===== src/rtl/fwd_hazard_unit_if.sv =====
// Decode/execute boundary bundle for the forwarding and load-use hazard unit.
// Protocol: the decode stage presents one instruction per cycle on the issue_*
// and src_* fields. While stall is high, that instruction is not accepted.
// Decode must present the same instruction again on the next cycle.
interface fwd_hazard_unit_if #(
   parameter int WIDTH  = 32,
   parameter int DEPTH  = 2,
   parameter int NPORTS = 2
);
   logic [NPORTS*5-1:0]     src_reg;
   logic [NPORTS-1:0]       src_used;
   logic [NPORTS*WIDTH-1:0] src_data;
   logic [DEPTH*WIDTH-1:0]  stage_data;
   logic                    issue_valid;
   logic                    issue_wr;
   logic                    issue_load;
   logic [4:0]              issue_dst;
   logic                    flush;
   logic [NPORTS*WIDTH-1:0] fwd_data;
   logic                    stall;
   logic [15:0]             stall_cnt;

   modport master (
      output src_reg, src_used, src_data, stage_data,
      output issue_valid, issue_wr, issue_load, issue_dst, flush,
      input  fwd_data, stall, stall_cnt
   );

   modport slave (
      input  src_reg, src_used, src_data, stage_data,
      input  issue_valid, issue_wr, issue_load, issue_dst, flush,
      output fwd_data, stall, stall_cnt
   );
endinterface


===== src/rtl/fwd_hazard_unit.sv =====
// Operand forwarding and load-use hazard detection between decode and execute.
// A DEPTH-entry shift register records the destination of every in-flight
// instruction. Entry 0 is the youngest, and it is the one now in EX.
module fwd_hazard_unit #(
   parameter int WIDTH      = 32,
   parameter int DEPTH      = 2,
   parameter int NPORTS     = 2,
   parameter int LOAD_STAGE = 1,
   parameter int ZERO_EN    = 1
) (
   input  logic            clk,
   input  logic            reset,
   fwd_hazard_unit_if.slave bus
);

   typedef struct packed {
      logic       vld;
      logic [4:0] dst;
      logic       ld;
   } entry_t;

   entry_t [DEPTH-1:0]      entries;
   logic [NPORTS*WIDTH-1:0] fwdData;
   logic [NPORTS-1:0]       portHit;
   logic                    loadHazard;
   logic                    stallNow;
   logic [15:0]             stallCnt;

   // Register 31 is excluded from matching when it is the hardwired zero.
   function automatic logic entryMatch(entry_t e, logic [4:0] r, logic used);
      return e.vld && used && (e.dst == r) && !((ZERO_EN != 0) && (e.dst == 5'd31));
   endfunction

   // For each port, take the youngest matching stage.
   // If the youngest match is a load that is still too young, flag a hazard.
   always_comb begin
      fwdData    = bus.src_data;
      portHit    = '0;
      loadHazard = 1'b0;
      for (int p = 0; p < NPORTS; p++) begin
         for (int k = 0; k < DEPTH; k++) begin
            if (!portHit[p] && entryMatch(entries[k], bus.src_reg[p*5 +: 5], bus.src_used[p])) begin
               portHit[p]                 = 1'b1;
               fwdData[p*WIDTH +: WIDTH]  = bus.stage_data[k*WIDTH +: WIDTH];
               if (entries[k].ld && (k < LOAD_STAGE))
                  loadHazard = 1'b1;
            end
         end
      end
   end

   // A flush kills the dependency, so it also cancels the stall.
   assign stallNow      = loadHazard & ~bus.flush;
   assign bus.fwd_data  = fwdData;
   assign bus.stall     = stallNow;
   assign bus.stall_cnt = stallCnt;

   // Advance the scoreboard by one stage.
   // On a stall, a bubble enters stage 0. On a flush, every entry is cleared.
   always_ff @(posedge clk or posedge reset) begin
      if (reset) begin
         entries <= '0;
      end else if (bus.flush) begin
         entries <= '0;
      end else begin
         for (int k = 1; k < DEPTH; k++)
            entries[k] <= entries[k-1];
         if (stallNow)
            entries[0] <= '0;
         else
            entries[0] <= '{vld: bus.issue_valid & bus.issue_wr,
                            dst: bus.issue_dst,
                            ld:  bus.issue_load};
      end
   end

   // Count stalled cycles. The count saturates and is not cleared by a flush.
   always_ff @(posedge clk or posedge reset) begin
      if (reset)
         stallCnt <= '0;
      else if (stallNow && (stallCnt != 16'hFFFF))
         stallCnt <= stallCnt + 16'd1;
   end

endmodule

===== src/flat_wrapper.sv =====
// flat-port wrapper written by rule: the top's interface ports become plain ports
module fwd_hazard_unit_flat 
#(
   parameter int WIDTH      = 32,
   parameter int DEPTH      = 2,
   parameter int NPORTS     = 2,
   parameter int LOAD_STAGE = 1,
   parameter int ZERO_EN    = 1
)
  (clk, reset, bus_src_reg, bus_src_used, bus_src_data, bus_stage_data, bus_issue_valid, bus_issue_wr, bus_issue_load, bus_issue_dst, bus_flush, bus_fwd_data, bus_stall, bus_stall_cnt);
  fwd_hazard_unit_if #(.WIDTH(WIDTH), .DEPTH(DEPTH), .NPORTS(NPORTS)) bus_i ();
  input  logic clk;
  input  logic reset;
  input wire logic [$bits(bus_i.src_reg)-1:0] bus_src_reg;
  input wire logic [$bits(bus_i.src_used)-1:0] bus_src_used;
  input wire logic [$bits(bus_i.src_data)-1:0] bus_src_data;
  input wire logic [$bits(bus_i.stage_data)-1:0] bus_stage_data;
  input wire logic [$bits(bus_i.issue_valid)-1:0] bus_issue_valid;
  input wire logic [$bits(bus_i.issue_wr)-1:0] bus_issue_wr;
  input wire logic [$bits(bus_i.issue_load)-1:0] bus_issue_load;
  input wire logic [$bits(bus_i.issue_dst)-1:0] bus_issue_dst;
  input wire logic [$bits(bus_i.flush)-1:0] bus_flush;
  output wire logic [$bits(bus_i.fwd_data)-1:0] bus_fwd_data;
  output wire logic [$bits(bus_i.stall)-1:0] bus_stall;
  output wire logic [$bits(bus_i.stall_cnt)-1:0] bus_stall_cnt;
  assign bus_i.src_reg = bus_src_reg;
  assign bus_i.src_used = bus_src_used;
  assign bus_i.src_data = bus_src_data;
  assign bus_i.stage_data = bus_stage_data;
  assign bus_i.issue_valid = bus_issue_valid;
  assign bus_i.issue_wr = bus_issue_wr;
  assign bus_i.issue_load = bus_issue_load;
  assign bus_i.issue_dst = bus_issue_dst;
  assign bus_i.flush = bus_flush;
  assign bus_fwd_data = bus_i.fwd_data;
  assign bus_stall = bus_i.stall;
  assign bus_stall_cnt = bus_i.stall_cnt;
  fwd_hazard_unit #(.WIDTH(WIDTH), .DEPTH(DEPTH), .NPORTS(NPORTS), .LOAD_STAGE(LOAD_STAGE), .ZERO_EN(ZERO_EN)) u_core (.clk(clk), .reset(reset), .bus(bus_i));
endmodule

===== config.mk =====
export PLATFORM = sky130hd
export DESIGN_NAME = fwd_hazard_unit_flat
export DESIGN_NICKNAME = d
export VERILOG_FILES = /design/src/rtl/fwd_hazard_unit_if.sv /design/src/rtl/fwd_hazard_unit.sv /design/src/flat_wrapper.sv
export SDC_FILE = /design/constraint.sdc
export NUM_CORES = 1
export LEC_CHECK = 0
export CORE_MARGIN = 5
export CORE_UTILIZATION = 34
export CTS_CLUSTER_SIZE = 30
export DETAILED_ROUTE_END_ITERATION = 6
export GPL_ROUTABILITY_DRIVEN = 0
export GPL_TIMING_DRIVEN = 1
export PLACE_DENSITY = 0.83
export SLEW_MARGIN = 20
export SYNTH_ARGS = -nofsm -noshare
export SYNTH_HDL_FRONTEND = slang
export SYNTH_SLANG_ARGS = --single-unit

===== constraint.sdc =====
create_clock -name clk -period 3.3 [get_ports clk]
set_clock_uncertainty 0.2 [all_clocks]
set_input_delay 0.66 -clock clk [delete_from_list [all_inputs] [get_ports clk]]
set_output_delay 0.66 -clock clk [all_outputs]
set_load 0.01 [all_outputs]

---- Word level (Yosys, flattened, before mapping) ----
Cells that the tools add are included.
operators by class
  $add $sub $neg .......................... 1
  eq/ne operators ......................... 7
  muxes and demuxes ....................... 12
  bitwise gates (word level) .............. 3
  reductions and logical operators ........ 19
operators by type and width
  operator               count
  $mux 32                4
  $eq 5x5->1             4
  $add 16x1->16 const B  1
  $ne 16x16->1 const B   1
  $logic_and 1x1->1      15
  $mux 14                1
  $eq 5x5->1 const B     2
  $mux 7                 1
  $mux 1                 6
  $logic_not 1->1        4
  $and 1x1->1            2
  $not 1->1              1
word-level totals
  register bits after elaboration ......... 29
  input bits .............................. 151
  output and inout port bits .............. 81
  word-level logic and storage cells ...... 48

---- Longest topological paths before layout ----
  depth after elaboration ................. 9
  mapped depth ............................ 7
  depth with buffers taken out ............ 6

---- Least setup slack after synthesis ----
No wires, ideal clock.
  path kind ............................... input port to output port
  start ................................... input port bus_src_reg[4]
  end ..................................... output port bus_fwd_data[10]
  arrival time ............................ 1.986 ns
  data required time ...................... 2.440 ns
  slack ................................... 0.454 ns
  cell stages on the path ................. 6
  path through ............................ xor2_1 > nor4_4 > nand4_4 > buf_2 > clkbuf_1 > a21oi_1
on the way
  longest elaborated chain between the ends .. 7
ends and longest elaborated chain
  item                            RTL line               RTL
  from (decl)                     flat_wrapper.sv:14     input wire logic [$bits(bus_i.src_reg)-1:0] bus_src_reg;
  $eq 5x5->1                      fwd_hazard_unit.sv:31  return e.vld && used && (e.dst == r) && !((ZERO_EN != 0) && (e.dst == 5'd31));
  $logic_and 1x1->1 (2 in a row)  fwd_hazard_unit.sv:31
  $mux 1                          fwd_hazard_unit.sv:42  if (!portHit[p] && entryMatch(entries[k], bus.src_reg[p*5 +: 5], bus.src_used[p])) begin
  $logic_not 1->1                 fwd_hazard_unit.sv:42
  $logic_and 1x1->1               fwd_hazard_unit.sv:42
  $mux 32 (*)                     fwd_hazard_unit.sv:42
  to (decl)                       flat_wrapper.sv:23     output wire logic [$bits(bus_i.fwd_data)-1:0] bus_fwd_data;
Every way passes the cells marked *; elsewhere a longest branch is shown, timed or not.

---- Worst setup path in the final report ----
  start ................................... input port bus_src_reg[0]
  end ..................................... output port bus_fwd_data[15]
Same word-level chain as after synthesis.

==> results <==
- The synthesized netlist devotes 22.2% of its cell area to simple gates.
- Counting every sink on the clock net gives 29.
- The cell occurring most often along the worst timing path is dlygate4sd2_1.
- The die height is 104 µm.
- The final number of setup-violating endpoints is 0.
- The classification of the worst-slack hold path is reg2reg.
- The max-capacitance violation count is 0.
- In this design, the stage delay of the slowest critical-path cell is 0.34 ns.
- The CTS tree is built.
- The clock latency on the worst-skew pair is 0.29 ns.
- For the finished layout, the period the worst path requires is 3.28 ns.
- Detailed routing placed a total of 937 µm of wire on met3.
- For this run, the post-layout net count is 766.
- The final design instance area without fill is 5740 µm².
- The width of the die is 104 µm.
- The number of cells on the worst reg-to-reg path is 8.
- The netlist area before placement is 2990 µm².
- The share of synthesized area spent on multiplexers is 21.8%.
- The die footprint is 10800 µm².
- Cells with a size suffix above 1 make up 21.0% of the layout.
- The cell with the largest stage delay on the worst path is nor4_4.
- After legalization and detailed placement, the total HPWL measured 10500 µm.
- Walking the worst path, the cells encountered are dlygate4sd2_1, xor2_1, nor4_4, nand4_4, buf_12, buf_16, nor2_1, a21oi_1, dlygate4sd2_1.
- The core region is 8640 µm².
- The global-route congestion overflow total is 0.
- Pin placement for this block handled 232 I/O pins.
- The count of flip-flops with a built-in enable after synthesis is 0.
- The clock transition time at the flip-flop clock pins of the worst setup and hold paths is 0.06 ns.
- The detailed-route wire length per cell is 19.9 µm.
- The starting density of the core is 34.6%.
- The floorplan has 34 rows.
- The number of I/O port buffers is 231.
- By area, the combinational part of the netlist is dominated by simple AND/OR/NAND/NOR gates.
- The flow ran to the end, and the final reports show no timing, DRC or antenna violations.
- The worst setup path is captured at a primary output.
- Entering global routing, the biggest net connects 45 pins.
- The flip-flop and latch count after synthesis is 29.
- The worst hold slack after final layout is 0.302 ns.
- The total wire length after detailed routing is 14400 µm.
- The internal reg-to-reg setup slack is 0.58 ns.
- The startpoint class of the critical path is an input pin.
- For this run, the top clock speed supported by timing is 305 MHz.
- The relative slew slack is 65.0%.
- Summing the areas of all fa, ha and maj instances in the mapped netlist gives 0.419% of the synthesized area.
- The hold buffer count at cts is 0.
- The number of violations reported at the end of detailed-routing iteration 0 is 144.
- The most critical setup path has its startpoint at bus_src_reg[0].
- Along the worst path, the maximum fanout reaches 22.
- The number of antenna violations at the first check in global routing is 0.
- TritonCTS created 5 clock buffers.
- The cell area reported after detailed placement is 5540 µm².
- After detailed routing, the met2 layer carries 7510 µm of wire.
- The area growth from synthesis to layout is 92.2%.
- At the worst endpoint, the required time is 2.44 ns.
- In this run the critical register-to-register path is launched from u_core.entries[1]$_DFF_PP0_.
- Setup repair after global routing could not meet its margin everywhere.
- The max-slew violation count is 0.
- The classification of the worst setup path is in2out.
- In the routed design, unresolved DRC markers number 0.
- When the netlist entered floorplanning its net count stood at 518.
- The main flop type after synthesis is dfrtp_1.
- During synthesis, Yosys emitted a total of 0 warnings.
- The number of global-route vias before repair is 3892.
- The wire length of the first global-routing pass is 21800 µm.
- The buffer cell driving the clock tree root is clkbuf_8.
- The peak supply drop is 0.000245 V.
- The via count of the routed design is 3819.
- At the pin with the least slew margin, the transition time is 0.520 ns.
- The remaining number of nets flagged by the antenna check after routing is 0.
- Synthesis produced a netlist whose cell count is 366.
- The highest metal layer with signal wires is met4.
- The via-per-instance ratio is 5.28.
- The worst reg2reg path endpoint is u_core.bus.stall_cnt[1]$_DFFE_PP0P_.
- The average size of a mapped cell is 8.16 µm².
- The accumulated negative setup slack is 0 ns.
- The number of antenna diodes in the final layout is 0.
- The last element of the critical path is bus_fwd_data[15].
- The detailed router put a total of 5420 µm of wire on met1.
- For this run, the total global-route usage over all layers was measured as 25.2%.
- The distinct cell type count after synthesis is 33.
- The share of the cycle needed by the critical path after routing is 99.3%.
- Summing the areas of all xor and xnor instances in the mapped netlist gives 10.3% of the synthesized area.
- The synthesized netlist devotes 17.0% of its cell area to compound gates.
- The worst path arrival time is 2.42 ns.
- The count of H-tree levels built during CTS is 2.
- The number of detailed-routing iterations run before antenna repair is 4.
- Summed over all cells, the static leakage comes to 2.33 nW.
- The power density relative to cell area is 186 nW/µm².
- The total count of hold-check failures in the final report is 0.
- The share of synthesized flip-flops with an asynchronous set or reset is 100%.
- The post-synthesis sequential area ratio is 24.3%.
- No sink is reached through more buffers than the 2 on the longest clock path.
synth_stat cells, types with 6 or more instances:
library cell / count / area share (%)
nor2b_1: 7 / 1.5
a21oi_1: 65 / 11
nor3b_1: 6 / 1.5
dfrtp_1: 29 / 24
nand4_1: 8 / 1.7
nand2_1: 11 / 1.4
a211oi_2: 8 / 3.4
nor2_1: 67 / 8.4
nand3_1: 12 / 2.0
mux2i_1: 64 / 21
xor2_1: 21 / 6.2
xnor2_1: 14 / 4.1
clkbuf_1: 10 / 1.3
buf_2: 11 / 1.8
flip-flops by register name (all words and copies together), names as in the netlist:
signal                cells
u_core.entries           13
u_core.bus.stall_cnt     16
metrics by stage:
step | power, mW | setup WS, ns | instances | utilization [%]
global placement | 0.797 | -0.412 | 697 | 64.1
global route | 1.12 | -0.0634 | 723 | 66.5
floorplan | 0.496 | 0.454 | 366 | -
detailed placement | 0.804 | -0.549 | 697 | 64.1
CTS | 1.09 | 0.0424 | 722 | 68.0
finish | 1.07 | 0.0226 | 723 | 66.5
per-layer routing:
layer | global-route usage [%] | vias to the layer above
met2 | 46.9 | 190
met4 | 9.53 | 0
met1 | 28.3 | 1777
met3 | 4.35 | 38
li1 | - | 1814
met5 | 0 | -
where the power goes:
| part | internal, mW | leakage [nW] | switching (mW) | total [mW] |
|---|---|---|---|---|
| combinational | 0.240 | 1.88 | 0.151 | 0.391 |
| clock | 0.168 | 0.0512 | 0.135 | 0.304 |
| sequential | 0.363 | 0.395 | 0.0115 | 0.375 |
layout make-up:
type                            count  area (µm²)
Tap cell                          108         135
Inverter                            3        11.3
Fill cell                         691        2890
Multi-Input combinational cell    310        2200
Clock inverter                      2        13.8
Timing Repair Buffer              265        2570
Sequential cell                    29         726
Clock buffer                        6        82.6
cells by family after synthesis:
family          count (synthesis)
simple gates                  128
compound gates                 81
mux                            65
xor+xnor                       35
flops                          29
buf+inv                        27
fa+ha+maj                       1
worst min path at each step:
stage	slack [ns]	start	end	cells after the start
6_report	0.30	u_core.bus.stall_cnt[7]$_DFFE_PP0P_	u_core.bus.stall_cnt[7]$_DFFE_PP0P_	1
5_1_grt	0.34	u_core.bus.stall_cnt[10]$_DFFE_PP0P_	u_core.bus.stall_cnt[10]$_DFFE_PP0P_	1
4_1_cts	0.31	u_core.bus.stall_cnt[7]$_DFFE_PP0P_	u_core.bus.stall_cnt[7]$_DFFE_PP0P_	1
3_5_place_dp	0.30	u_core.bus.stall_cnt[7]$_DFFE_PP0P_	u_core.bus.stall_cnt[7]$_DFFE_PP0P_	1
3_3_place_gp	0.29	u_core.bus.stall_cnt[7]$_DFFE_PP0P_	u_core.bus.stall_cnt[7]$_DFFE_PP0P_	1
2_1_floorplan	0.29	u_core.entries[6]$_DFF_PP0_	u_core.entries[13]$_DFF_PP0_	1
critical path, delay by kind of cell:
family | cells | cell delay (ns)
AO/OA/AOI/OAI | 1 | 0.05
AND/OR/NAND/NOR | 3 | 0.62
XOR/XNOR | 1 | 0.20
buffers and inverters | 4 | 0.89
repair_timing:
item                       4_1_cts  5_1_grt
pin swaps                        5        7
resized for setup              168       69
gates cloned                     8        0
setup buffers                    9        1
setup endpoints to repair       65       35
cells in the final DEF (no fill, tap or decap), types with 3 or more instances in the layout:
cell,instances
a2111oi_2,3
nor2_2,7
dfrtp_1,29
or3_1,3
mux2i_1,62
a21oi_1,64
clkbuf_2,34
buf_2,19
nand3_1,12
buf_4,12
nor2_1,60
and3_1,3
nand2_1,10
a211oi_2,8
xor2_1,20
clkdlybuf4s50_1,155
buf_6,5
a21oi_2,3
buf_12,8
buf_16,8
nor3b_1,6
inv_1,3
nor2b_1,7
nand4_1,8
clkbuf_8,6
clkdlybuf4s15_1,4
xnor2_1,14
dlygate4sd2_1,17
No activity file was read; power rests on OpenSTA's default activity.
